`src/rtl/arc4_key_search.sv`:
```
// ARC4 key-search controller: launches one decrypt per candidate
// key and scans the plaintext for a fully printable message.
module arc4_key_search #(
  parameter logic [23:0] KEY_START = 24'h000000,
  parameter logic [23:0] KEY_STEP  = 24'h000001,
  parameter logic [23:0] KEY_LAST  = 24'hFFFFFF
) (
  input  logic        clk,
  input  logic        rst_n,
  input  logic        en,
  output logic        rdy,
  output logic [23:0] key,
  output logic        key_valid,
  output logic        arc4_en,
  input  logic        arc4_rdy,
  output logic        pt_chk_sel,
  output logic [7:0]  pt_chk_addr,
  input  logic [7:0]  pt_rddata
);

  typedef enum logic [3:0] {
    S_IDLE,
    S_LAUNCH,
    S_WAIT_LO,
    S_WAIT_HI,
    S_RD_LEN,
    S_LEN_WAIT,
    S_CHECK,
    S_NEXT,
    S_FOUND,
    S_EXHAUST
  } state_t;

  state_t      state;
  state_t      state_nx;
  logic [7:0]  len;
  logic [8:0]  idx;
  logic [24:0] key_sum;
  logic        exhaust;
  logic        printable;
  logic        last_byte;

  assign key_sum   = {1'b0, key} + {1'b0, KEY_STEP};
  assign exhaust   = key_sum > {1'b0, KEY_LAST};
  assign printable = (pt_rddata >= 8'h20) && (pt_rddata <= 8'h7E);
  assign last_byte = idx == {1'b0, len};

  // State register
  always_ff @(posedge clk or negedge rst_n) begin
    if (!rst_n) begin
      state <= S_IDLE;
    end else begin
      state <= state_nx;
    end
  end

  // Candidate key, result flag and scan bookkeeping
  always_ff @(posedge clk or negedge rst_n) begin
    if (!rst_n) begin
      key       <= KEY_START;
      key_valid <= 1'b0;
      len       <= 8'h00;
      idx       <= 9'd0;
    end else begin
      unique case (state)
        S_IDLE: begin
          if (en) begin
            key       <= KEY_START;
            key_valid <= 1'b0;
          end
        end
        S_LEN_WAIT: begin
          len <= pt_rddata;
          idx <= 9'd1;
        end
        S_CHECK: begin
          if (!last_byte) begin
            idx <= idx + 9'd1;
          end
        end
        S_NEXT: begin
          if (!exhaust) begin
            key <= key_sum[23:0];
          end
        end
        S_FOUND:   key_valid <= 1'b1;
        S_EXHAUST: key_valid <= 1'b0;
        default: ;
      endcase
    end
  end

  // Next state and Moore/Mealy outputs; reads are pipelined in CHECK
  always_comb begin
    state_nx    = state;
    rdy         = 1'b0;
    arc4_en     = 1'b0;
    pt_chk_sel  = 1'b0;
    pt_chk_addr = 8'h00;
    unique case (state)
      S_IDLE: begin
        rdy = 1'b1;
        if (en) begin
          state_nx = S_LAUNCH;
        end
      end
      S_LAUNCH: begin
        if (arc4_rdy) begin
          arc4_en  = 1'b1;
          state_nx = S_WAIT_LO;
        end
      end
      S_WAIT_LO: begin
        if (!arc4_rdy) begin
          state_nx = S_WAIT_HI;
        end
      end
      S_WAIT_HI: begin
        if (arc4_rdy) begin
          state_nx = S_RD_LEN;
        end
      end
      S_RD_LEN: begin
        pt_chk_sel = 1'b1;
        state_nx   = S_LEN_WAIT;
      end
      S_LEN_WAIT: begin
        pt_chk_sel  = 1'b1;
        pt_chk_addr = 8'd1;
        state_nx    = (pt_rddata == 8'h00) ? S_FOUND : S_CHECK;
      end
      S_CHECK: begin
        pt_chk_sel  = 1'b1;
        pt_chk_addr = last_byte ? idx[7:0] : idx[7:0] + 8'd1;
        if (!printable) begin
          state_nx = S_NEXT;
        end else if (last_byte) begin
          state_nx = S_FOUND;
        end
      end
      S_NEXT: begin
        state_nx = exhaust ? S_EXHAUST : S_LAUNCH;
      end
      S_FOUND:   state_nx = S_IDLE;
      S_EXHAUST: state_nx = S_IDLE;
      default:   state_nx = S_IDLE;
    endcase
  end

endmodule

```
`config.mk`:
```
export PLATFORM = sky130hd
export DESIGN_NAME = arc4_key_search
export DESIGN_NICKNAME = d
export VERILOG_FILES = /design/src/rtl/arc4_key_search.sv
export SDC_FILE = /design/constraint.sdc
export NUM_CORES = 1
export LEC_CHECK = 0
export CAP_MARGIN = 25
export CORE_UTILIZATION = 59
export DETAILED_ROUTE_END_ITERATION = 12
export MAX_ROUTING_LAYER = met4
export PLACE_DENSITY = 0.92
export SKIP_CTS_REPAIR_TIMING = 1
export SLEW_MARGIN = 20
export SYNTH_ARGS = -nofsm -noshare
export SYNTH_HDL_FRONTEND = slang
export SYNTH_SLANG_ARGS = --single-unit
```
`constraint.sdc`:
```
create_clock -name clk -period 7 [get_ports clk]
set_input_delay 1.4 -clock clk [delete_from_list [all_inputs] [get_ports clk]]
set_output_delay 1.4 -clock clk [all_outputs]
set_load 0.03 [all_outputs]
```
==> impl_metrics.csv <==
group,metric,value,unit
outcome,outcome,"completed",
global_route,busiest_layer,"met2",
place,port_buffers,47,
route,drtIter0Drc,350,
logic_synthesis,synthFlopType,"dfrtp_1",
final_layout,diodes,0,
power_and_ir_drop,power.leakage,1.44,nW
power_and_ir_drop,power,0.00109,W
final_layout,multi_input_area,0.00184,mm^2
sta,hold_viol,0,
final_layout,fillers,385,
logic_synthesis,netlist-cell-type-count,51,
route,ant_nets,0,
critical_path,arrival,3.04,ns
power_and_ir_drop,combinationalPowerShare,40.5,%
critical_path,crit_path_frequent_cell,"clkdlybuf4s50_1",
die,fp-row-count,26,
global_route,grt_max_degree,47,
final_layout,layout.nets,423,
global_route,antenna_found_initial,0,
critical_path,critical_path_buf_inv_count,3,
cts,cts_tree,"built",
final_layout,seqCellArea,0.00115,mm^2
die,floorplan.die_area,0.00562,mm^2
die,die_w,75.0,um
power_and_ir_drop,switching_share,42.4,%
critical_path,slowest_stage,"clkdlybuf4s50_1",
power_and_ir_drop,pwr-share-clk,18.5,%
global_route,use_met2,44.2,%
power_and_ir_drop,cellInternalPower,0.000628,W
critical_path,crit_cells,4,
power_and_ir_drop,vdd_drop_max,0.188,mV
sta,min_period,4.44,ns
critical_path,critPathLaunchType,"primary input",
die,initial_core_util,61.5,%
logic_synthesis,synth.mux.area_fraction,6.69,%
die,core,0.00511,mm^2
critical_path,endpoint,"arc4_en",
run,maxCapViolations,0,
logic_synthesis,synthTopCellsByArea,"dfrtp_1, o21ai_0, a21oi_1",
sta,tightest_slew,0.947,ns
cts,clock_path_buffers,2,
sta,setup_violations,0,
logic_synthesis,synth_edf_count,0,
power_and_ir_drop,netSwitchingPower,0.000462,W
logic_synthesis,synth_compound_area_share,19.0,%
critical_path,startpoint,"arc4_rdy",
logic_synthesis,yosysSeqAreaShare,36.6,%
logic_synthesis,synthCells,382,
critical_path,path_delay_family,"buffers and inverters",
cts,cts.sinks,46,
logic_synthesis,yosysTopAreaCell,"dfrtp_1",
logic_synthesis,synth_top_cell_area_share,36.6,%
sta,final_max_slew_viol_count,0,
sta,period_share,63.4,%
route,wl_per_cell,15.8,um
logic_synthesis,ys_seq_elements,46,
final_layout,final_util,72.5,%
route,drt-total-wl,7560,um
critical_path,cp_data_required_time,5.60,ns
global_route,track_usage,29.6,%
sta,fin_hold_ws,0.502,ns
global_route,grt_pass1_vias,2626,
final_layout,stdcell_area,0.00370,mm^2
sta,fin_skew,0.00776,ns
logic_synthesis,syn_avg_cell_area,8.22,um^2
critical_path,crit_type,"in -> out",
route,vias,3071,
cts,clockRootBuffer,"clkbuf_8",
sta,fmax,225,MHz
critical_path,path_cells,"clkdlybuf4s50_1 -> inv_1 -> nor4_1 -> clkdlybuf4s50_1",
logic_synthesis,async_flop_share,100,%
sta,setup_tns,0,ns
logic_synthesis,yosys_warnings,0,
die,chipHeight,75.0,um
critical_path,cp_slowest_stage_delay,0.72,ns
logic_synthesis,synth_nets,397,
route,drtPass1Iterations,5,
sta,maxSlewHeadroom,36.9,%
place,hpwl,5330,um
critical_path,crit_path_end_kind,"output port",
cts,htree_levels,2,
die,io_pins,48,
cts,cts_made_buffers,5,
sta,rsz0062_at_grt,"no",
hold_path,hp-class,"reg -> reg",
route,vias_per_cell,6.41,
final_layout,synthToLayoutAreaGrowth,17.9,%
global_route,grt_pass1_wl,12300,um
route,drc,0,
logic_synthesis,synthXorXnorAreaFrac,4.74,%
logic_synthesis,synthAdderAreaFrac,1.19,%
cts,clock_latency,0.30,ns
critical_path,critPathMaxFanout,5,
logic_synthesis,synthSimpleGateAreaFrac,26.9,%
power_and_ir_drop,p_per_area,294,mW/mm^2
global_route,overflow,0,
cts,cts.clk_slew.worst_paths,0.09,ns
critical_path,r2r-end,"key[2]",
final_layout,drive_gt1_share,6.11,%
logic_synthesis,synthesis.area,0.00314,mm^2
global_route,use_met1,40.8,%
critical_path,r2r_start,"key[0]",
power_and_ir_drop,seq_power_share,41.0,%
critical_path,r2r_cells,9,
logic_synthesis,synth_top_family_by_area,"simple AND/OR/NAND/NOR gates",
critical_path,r2r_slack,3.44,ns
place,globalplace.congestion,0.916,
global_route,grt_use_met3,5.22,%
place,postPlaceCellArea,0.00359,mm^2
-- state kept, by name (all words and copies together), names as in the netlist --
name,flops
key_valid,1
idx,9
len,8
state,4
key,24
-- power by group through the flow --
stage               Sequential [W]  Clock (W)  Combinational [W]
floorplan                 0.000438          0           0.000303
global placement          0.000444          0           0.000423
detailed placement        0.000448          0           0.000439
CTS                       0.000443   0.000205           0.000441
global route              0.000459   0.000216           0.000481
finish                    0.000447   0.000202           0.000441
-- routing by layer --
| metal | up-vias | routed length, um |
|---|---|---|
| li1 | 1451 | - |
| met1 | 1468 | 3400 |
| met2 | 138 | 3530 |
| met3 | 14 | 531 |
| met4 | 0 | 93 |
| met5 | - | 0 |
-- synth_stat cells, drive strengths merged (6+ instances only) --
| master | count |
|---|---|
| nand4 | 14 |
| nand3 | 19 |
| buf | 9 |
| nor2 | 29 |
| mux2i | 12 |
| xnor2 | 14 |
| a21oi | 28 |
| o21ai | 35 |
| mux2 | 8 |
| nand2b | 6 |
| and3 | 8 |
| inv | 9 |
| nor4 | 13 |
| dfrtp | 46 |
| clkbuf | 20 |
| and4 | 6 |
| nor3 | 13 |
| nand2 | 35 |
-- metrics by stage --
stage | std cells | setup WS [ns]
after floorplan | 382 | 3.20
after global placement | 471 | 2.64
after detailed placement | 471 | 2.57
after CTS | 479 | 2.57
after global routing | 479 | 2.46
final | 479 | 2.56
-- final cells by class --
| class | count | area share (%) |
|---|---|---|
| clock buffers | 5 | 1.86 |
| multi-input cells | 298 | 49.8 |
| clock inverters | 3 | 1.18 |
| flip-flops and latches | 46 | 31.1 |
| inverters | 9 | 0.912 |
| well taps | 70 | 2.36 |
| repair buffers | 48 | 12.8 |
-- worst min-delay path, stage by stage, from the launching register on --
cell and delay (ns):
dfrtp_1 0.35, a21oi_1 0.04, nor2_1 0.07
-- worst min path at each step --
stage | startpoint | end | slack [ns] | cells past startpoint
after floorplan | len[0] | len[0] | 0.50 | 1
final | key_valid | key_valid | 0.50 | 2
after CTS | key_valid | key_valid | 0.51 | 2
after global routing | key_valid | key_valid | 0.54 | 2
after global placement | key_valid | key_valid | 0.48 | 2
after detailed placement | key_valid | key_valid | 0.49 | 2
-- layout by cell type, fill, tap and decap left out, types with 6 or more instances in the layout --
cell             netlist  routed
nor3_1                13      13
xnor2_1               14      14
mux2i_1               12      12
nor4_1                13      12
o21ai_0               35      35
nand2_1               35      35
clkdlybuf4s50_1        0      46
nand4_1               13      13
nor2_1                29      29
dfrtp_1               46      46
nand3_1               19      19
and4_1                 6       6
inv_1                  9       9
nand2b_1               6       6
a21oi_1               27      27
and3_1                 8       8
mux2_2                 8       8
-- cell families after synthesis --
family,after synthesis
muxes,20
AOI/OAI and AO/OA,98
xor gates and xnor gates,17
adders and majority gates,3
buffers and inverters,38
and+or+nand+nor,160
DFF,46
Power figures use the tool's default switching activity.
